==> src/rtl/rd_ptr_empty_lvl.sv <==
// Read-side pointer, synchronised write pointer, empty/almost-empty/level status for the dual-clock FIFO.
// Optional macro RD_PTR_UNDERFLOW_EN builds the registered rejected-read pulse on RD_UNDERFLOW.
module rd_ptr_empty_lvl #(
    parameter int C_ADDR_BITS   = 9,
    parameter int C_SYNC_STAGES = 2,
    parameter int C_AE_THRESH   = 4
) (
    input  logic                   RD_CLK,
    input  logic                   RD_RST,
    input  logic                   RD_EN,
    input  logic [C_ADDR_BITS:0]   WR_PTR_GRAY,
    output logic [C_ADDR_BITS-1:0] RD_ADDR,
    output logic [C_ADDR_BITS:0]   RD_PTR_GRAY,
    output logic                   RD_EMPTY,
    output logic                   RD_ALMOST_EMPTY,
    output logic [C_ADDR_BITS:0]   RD_LEVEL,
    output logic                   RD_UNDERFLOW
);
    localparam int PW = C_ADDR_BITS + 1;

    logic [PW-1:0] rBin;
    logic [PW-1:0] binNxt;
    logic [PW-1:0] grayNxt;
    logic [PW-1:0] wsyncGray;
    logic [PW-1:0] wsyncBin;
    logic [PW-1:0] levelNxt;
    logic [C_SYNC_STAGES-1:0][PW-1:0] syncPipe;
    logic accept;

    assign accept  = RD_EN & ~RD_EMPTY;
    assign binNxt  = rBin + PW'(accept);
    assign grayNxt = binNxt ^ (binNxt >> 1);
    // Next-pointer address so the synchronous RAM has the word ready one cycle after accept.
    assign RD_ADDR = binNxt[C_ADDR_BITS-1:0];

    always_ff @(posedge RD_CLK or posedge RD_RST) begin
        if (RD_RST) begin
            syncPipe <= '0;
        end else begin
            syncPipe <= {syncPipe[C_SYNC_STAGES-2:0], WR_PTR_GRAY};
        end
    end

    assign wsyncGray = syncPipe[C_SYNC_STAGES-1];

    always_comb begin
        wsyncBin = '0;
        for (int i = 0; i < PW; i++) begin
            wsyncBin[i] = ^(wsyncGray >> i);
        end
    end

    // Modulo subtraction yields 2^C_ADDR_BITS (MSB set) when full.
    assign levelNxt = wsyncBin - binNxt;

    always_ff @(posedge RD_CLK or posedge RD_RST) begin
        if (RD_RST) begin
            rBin            <= '0;
            RD_PTR_GRAY     <= '0;
            RD_EMPTY        <= 1'b1;
            RD_ALMOST_EMPTY <= 1'b1;
            RD_LEVEL        <= '0;
        end else begin
            rBin            <= binNxt;
            RD_PTR_GRAY     <= grayNxt;
            RD_EMPTY        <= (grayNxt == wsyncGray);
            RD_ALMOST_EMPTY <= (levelNxt <= PW'(C_AE_THRESH));
            RD_LEVEL        <= levelNxt;
        end
    end

`ifdef RD_PTR_UNDERFLOW_EN
    always_ff @(posedge RD_CLK or posedge RD_RST) begin
        if (RD_RST) begin
            RD_UNDERFLOW <= 1'b0;
        end else begin
            RD_UNDERFLOW <= RD_EN & RD_EMPTY;
        end
    end
`else
    assign RD_UNDERFLOW = 1'b0;
`endif

endmodule

==> config.mk <==
export PLATFORM = sky130hd
export DESIGN_NAME = rd_ptr_empty_lvl
export DESIGN_NICKNAME = d
export VERILOG_FILES = /design/src/rtl/rd_ptr_empty_lvl.sv
export SDC_FILE = /design/constraint.sdc
export NUM_CORES = 1
export LEC_CHECK = 0
export CORE_ASPECT_RATIO = 1.2
export CORE_MARGIN = 1
export CORE_UTILIZATION = 30
export CTS_BUF_LIST = sky130_fd_sc_hd__clkbuf_4
export DETAILED_ROUTE_END_ITERATION = 12
export DONT_BUFFER_PORTS = 1
export GPL_TIMING_DRIVEN = 0
export PLACE_DENSITY = 0.49
export SETUP_SLACK_MARGIN = 0.3
export SLEW_MARGIN = 15
export SYNTH_ARGS = -nofsm -noshare
export SYNTH_HDL_FRONTEND = slang
export SYNTH_SLANG_ARGS = --single-unit
==> constraint.sdc <==
create_clock -name RD_CLK -period 5.5 [get_ports RD_CLK]
set_input_delay 0.55 -clock RD_CLK [delete_from_list [all_inputs] [get_ports RD_CLK]]
set_output_delay 0.55 -clock RD_CLK [all_outputs]
set_load 0.05 [all_outputs]
==> summary.txt <==
Route
  • DRC: 0
  • Initial DRC Count: 59
  • Drt pass-1 iters: 4
  • Final wirelength: 4830 um
  • WL/cell: between 10 and 15 um
  • Vias per cell: 4.39
  • Post-route ant nets: 0
  • DR vias: 1537

STA
  • Period utilization: between 80% and 90%
  • Final min period: 4.79 ns
  • Rel. slew slack: 50.2%
  • Fmax: 0.209 GHz
  • Slew Viols, Final: 0
  • RSZ-0062 raised after global routing: false
  • Worst hold margin: 0.0735 ns
  • Clk_skew: between 0.008 and 0.009 ns
  • Fin Setup TNS: 0 ns
  • Final hold vios: 0
  • Worst-margin pin slew: 0.742 ns
  • # setup viols final: 0

GRT
  • Vias in the first global route: 1542
  • Congestion Overflow GR: 0
  • Pin count of the biggest net entering global routing: 28
  • Initial antenna violation count: 0
  • First-pass GRT wire length: just under 8000 um
  • All-Layer GR Usage: 12.0%

Clock network
  • Clock Latency Late Sink: approximately 0.4 ns
  • Post-CTS Hold Buffers: 0
  • CTS H-Tree Depth: 2
  • Root buffer cell: clkbuf_4
  • Inserted Clock Buffers: 5
  • Clk sinks: between 50 and 60
  • TritonCTS clock tree: done
  • Reg clk slew, reported paths: roughly 0.14 ns
  • Deepest clock path buffer count: 2

Yosys
  • Most common cell in the synthesized netlist: dfrtp_1
  • Yosys warns: 0
  • Synth cell count leaders: dfrtp_1 (49), xnor2_1 (26), xor2_1 (18)
  • Async SR Flop Fraction: 100%
  • Cell variety after synth: 47
  • Synth area leader: dfrtp_1
  • EDFF count, synth: 0
  • Post-synth top area share: 47.9%
  • Synth Flop Type: dfrtp_1
  • Sequential fraction of the synthesis area: 50.0%
  • FF+latch count, synth: 51
  • Net Count, Synth: about 250
  • Largest cells by area after synthesis: dfrtp_1 (48%), xnor2_1 (8.9%), xor2_1 (6.2%)
  • Post-Syn Area: 2560 um2
  • Syn_area_per_cell: 11.3 um2
  • Synth Instances: 227

Critical path
  • Worst-path fanout max: 7
  • CP max-delay cell: or4_2
  • Nature of the critical path startpoint: flip-flop
  • R2R Path Start: wsyncGray[8]$_DFF_PP0_
  • Crit path DAT: approximately 5.1 ns
  • Cells along the critical path: xor3_2 > xnor3_2 > xor2_4 > xor2_1 > xor2_2 > xnor2_1 > ha_1 > inv_1 > fa_1 > a21oi_2 > inv_1 > o221ai_1 > nand3_1 > or4_2 > nand4_1 > nand4b_1 > a21oi_1
  • Crit path capture type: flip-flop
  • CP Class: flip-flop to flip-flop
  • End of the critical path: RD_ALMOST_EMPTY$_DFF_PP1_
  • Flop2flop setup slack: slightly above 0.7 ns
  • Crit-path most repeated cell: inv_1
  • CP peak stage delay: 0.58 ns
  • CP required: 5.82 ns
  • CP startpoint: wsyncGray[8]$_DFF_PP0_
  • R2r endpoint: RD_ALMOST_EMPTY$_DFF_PP1_
  • Worst r2r path cells: 17

Placement
  • Final Wtd Congestion: roughly 0.75
  • Area of placed instances: 2720 um2
  • Port Buf Inserts: 0
  • Post-DP HPWL: 3720 um

Die
  • Initial core utilization: between 30% and 40%
  • Die Span Y: 103 um
  • Site Rows: 36
  • Die area: 8900 um2
  • Core area: 8200 um2
  • I/O Pins: 45
  • Die W: about 86 um

Final layout
  • N_diodes: 0
  • Share of layout cells above drive strength 1: 16.1%
  • NumNets Final: 256
  • Post-route cell area: 2840 um2
  • Fillers: 836
  • Layout area overhead: 10.9%

Worst hold path
  • Hold Crit Class: input pin to asynchronous set/reset pin

Status
  • Status: finished, final reports clean

Job
  • Max cap viols: 0
==> metrics by stage <==
| step | util [%] | cells | setup WS (ns) |
|---|---|---|---|
| 6_report | 34.6 | 350 | 0.709 |
| 3_3_place_gp | 33.0 | 341 | 0.594 |
| 2_1_floorplan | - | 227 | 1.00 |
| 3_5_place_dp | 33.2 | 342 | 0.510 |
| 4_1_cts | 34.5 | 350 | 0.474 |
| 5_1_grt | 34.6 | 350 | 0.305 |
==> flip-flops by register name, summed over array words and instances, names as in the netlist <==
signal / count
RD_PTR_GRAY: 10
RD_LEVEL: 10
wsyncGray: 10
rBin: 9
RD_EMPTY: 1
RD_ALMOST_EMPTY: 1
syncPipe: 10
==> worst min-delay path by stage <==
stage | to | depth (start not counted)
5_1_grt | syncPipe[3]$_DFF_PP0_ | 1
4_1_cts | RD_PTR_GRAY[6]$_DFF_PP0_ | 1
6_report | RD_LEVEL[5]$_DFF_PP0_ | 1
3_3_place_gp | wsyncGray[6]$_DFF_PP0_ | 0
3_5_place_dp | wsyncGray[1]$_DFF_PP0_ | 0
2_1_floorplan | wsyncGray[0]$_DFF_PP0_ | 0
==> placed cells by master, fill, tap and decap left out, types with 7 or more instances in the layout <==
cell,instances
nand3_1,8
inv_1,14
nand2_1,10
ha_1,7
xor2_1,17
xnor2_1,26
buf_4,12
dfrtp_1,49
a21oi_1,7
nor2_1,11
==> area by class of cell <==
| cell class | instances | area [um2] | share of cell area [%] |
|---|---|---|---|
| clock inverters | 2 | 60.1 | 2.12 |
| multi-input cells | 146 | 1130 | 39.7 |
| plain buffers | 14 | 105 | 3.70 |
| repair buffers | 1 | 20.0 | 0.705 |
| inverters | 16 | 60.1 | 2.12 |
| well taps | 114 | 143 | 5.03 |
| flip-flops and latches | 51 | 1280 | 45.1 |
| clock buffers | 6 | 45.0 | 1.59 |
==> critical path: cells and delay by family, from the launching register on <==
family | cells | cell delay (ns)
buffers and inverters | 2 | 0.16
AOI/OAI and AO/OA | 3 | 0.58
adders and majority gates | 2 | 0.61
xor gates and xnor gates | 6 | 1.96
DFF | 1 | 0.43
and+or+nand+nor | 4 | 0.98
==> per-layer routing <==
layer | vias to the layer above | part of all wire (%) | track usage, %
li1 | 769 | - | -
met1 | 734 | 44 | 14.4
met2 | 28 | 49 | 19.6
met3 | 6 | 4.5 | 3.68
met4 | 0 | 2.1 | 6.15
met5 | - | 0 | 0
==> what timing repair did <==
action / 4_1_cts / 5_1_grt
hold endpoints to repair: 0 / 0
buffers inserted: 0 / 0
setup endpoints to repair: 0 / 2
gates resized for setup: 0 / 2
==> cell families after synthesis <==
logic type               Yosys count  synth area share [%]
other                              1                 0.147
XOR/XNOR                          47                  18.0
flip-flops                        51                  50.0
AO/OA/AOI/OAI                     31                  8.70
adder cells (fa/ha/maj)            8                  4.21
AND/OR/NAND/NOR                   59                  12.5
buffers and inverters             30                  6.45
Power is not shown: default switching activity piles up to over one toggle a cycle in this logic, so the estimate is an artifact.
==> patch: new RTL, same flow settings <==
Build with the macro `RD_PTR_UNDERFLOW_EN` defined.
--- a/src/rtl/rd_ptr_empty_lvl.sv
+++ b/src/rtl/rd_ptr_empty_lvl.sv
@@ -1,5 +1,7 @@
 // Read-side pointer, synchronised write pointer, empty/almost-empty/level status for the dual-clock FIFO.
 // Optional macro RD_PTR_UNDERFLOW_EN builds the registered rejected-read pulse on RD_UNDERFLOW.
+`define RD_PTR_UNDERFLOW_EN
+
 module rd_ptr_empty_lvl #(
     parameter int C_ADDR_BITS   = 9,
     parameter int C_SYNC_STAGES = 2,
Behaviour: not the same (Yosys sat finds a counterexample within 4 cycles, from zero or initial values and one cycle with RD_RST high).
==> patch against the original RTL <==
- the flow now finishes with violations (design-rule violations)
- cell area down 7.5%
- sequential cell count up 1
- global-route usage down 0.70 points
- hold slack better by 34 ps
- setup slack better by 210 ps
- routed wire length down 11%
- area after synthesis down 4.8%
- critical path type unchanged
- critical endpoint unchanged
Power is not shown: default switching activity piles up to over one toggle a cycle in this logic, so the estimate is an artifact.
==> patch: results (changes against the original RTL) <==
<table>
<tr><th>Metric</th><th>Value</th></tr>
<tr><th colspan="2">Critical path</th></tr>
<tr><td>Worst EP arrival</td><td>4860 ps (-260 ps)</td></tr>
<tr><td>Worst Setup SP</td><td>wsyncGray[9]$_DFF_PP0_</td></tr>
<tr><td>Beginning of the worst register-to-register path</td><td>wsyncGray[9]$_DFF_PP0_</td></tr>
<tr><td>Slowest cell on the critical path</td><td>or4_1</td></tr>
<tr><td>Cell depth of the worst flop-to-flop path</td><td>14 (-3)</td></tr>
<tr><td>Flop2flop setup slack</td><td>920 ps (+210 ps)</td></tr>
<tr><th colspan="2">GRT</th></tr>
<tr><td>GR Util met1</td><td>13.8% (-0.61 points)</td></tr>
<tr><td>GR Util All Layers</td><td>11.3% (-0.70 points)</td></tr>
<tr><td>Via count of the first global-routing pass</td><td>1527 (-0.97%)</td></tr>
<tr><td>Global-route met3 utilization</td><td>2.29% (-1.4 points)</td></tr>
<tr><td>Met2 Resource Use GR</td><td>19.6% (about the same)</td></tr>
<tr><td>Global-route wire length before repair</td><td>7.42 mm (-6.1%)</td></tr>
<tr><th colspan="2">Final layout</th></tr>
<tr><td>Final-layout fill cell count</td><td>791 (-5.4%)</td></tr>
<tr><td>Net count of the finished layout</td><td>232 (-9.4%)</td></tr>
<tr><th colspan="2">Logic synthesis</th></tr>
<tr><td>Distinct cells, synth</td><td>40 (-15%)</td></tr>
<tr><td>Sequential fraction of the synthesis area</td><td>53.5% (+3.6 points)</td></tr>
<tr><td>Synth Net Count</td><td>224 (-9.7%)</td></tr>
<tr><td>Synth cell count leaders</td><td>dfrtp_1 (50), xnor2_1 (33), xor2_1 (16), inv_1 (13), nand2_1 (11)</td></tr>
<tr><td>Syn Inst Count</td><td>203 (-11%)</td></tr>
<tr><th colspan="2">Routing</th></tr>
<tr><td>Residual DRC count</td><td>6 (+6)</td></tr>
<tr><td>Per-cell via count in the routed design</td><td>4.56 (+3.8%)</td></tr>
<tr><td>TritonRoute pass-1 iters</td><td>8 (+4)</td></tr>
<tr><td>Sum of met3 wire segment lengths after detailed routing</td><td>175 µm (-20%)</td></tr>
<tr><th colspan="2">Timing</th></tr>
<tr><td>Worst setup skew after layout</td><td>24.0 ps (+15.9 ps)</td></tr>
<tr><td>Period utilization</td><td>83.3% (-3.8 points)</td></tr>
<tr><td>Worst max-slew margin expressed relative to the limit</td><td>35.4% (-15 points)</td></tr>
<tr><th colspan="2">Clock tree</th></tr>
<tr><td>Worst skew pair latency</td><td>370 ps (-20 ps)</td></tr>
<tr><th colspan="2">Placement</th></tr>
<tr><td>Count of placed standard cells including taps</td><td>296 (-13%)</td></tr>
<tr><td>Cell Area, Placed</td><td>2570 µm² (-5.6%)</td></tr>
<tr><td>Worst slack after detailed placement</td><td>865 ps (+355 ps)</td></tr>
<tr><th colspan="2">Outcome</th></tr>
<tr><td>Result of the run</td><td>finished, violations left</td></tr>
<tr><td>Violations in the final reports</td><td>design-rule violations</td></tr>
</table>
## patch: changes by cell type after synthesis, sizes merged, moves of 3 or more
cell	change
nand3	-4
nor2	-6
nand4	-3
a21oi	-4
xnor2	+7
maj3	+3
nand3b	-4
o21ai	+3
buf	-3
## patch: cells by family (layout without fill, tap and decap cells)
logic type / count (synthesis) / after routing / synth area share (%)
compound gates: 22 / 22 / 6.12
xor+xnor: 52 / 52 / 20.2
fa+ha+maj: 11 / 11 / 5.70
buf+inv: 26 / 35 / 5.55
flops: 52 / 52 / 53.5
mux: 1 / 1 / 0.411
simple gates: 39 / 39 / 8.43
## patch: final cells by class
type	count	share of cell area, %
flip-flops and latches	52	49.6
multi-input cells	125	37.9
well taps	92	4.38
plain buffers	12	3.14
clock buffers	7	2.00
inverters	14	2.00
repair buffers	1	0.762
clock inverters	1	0.143
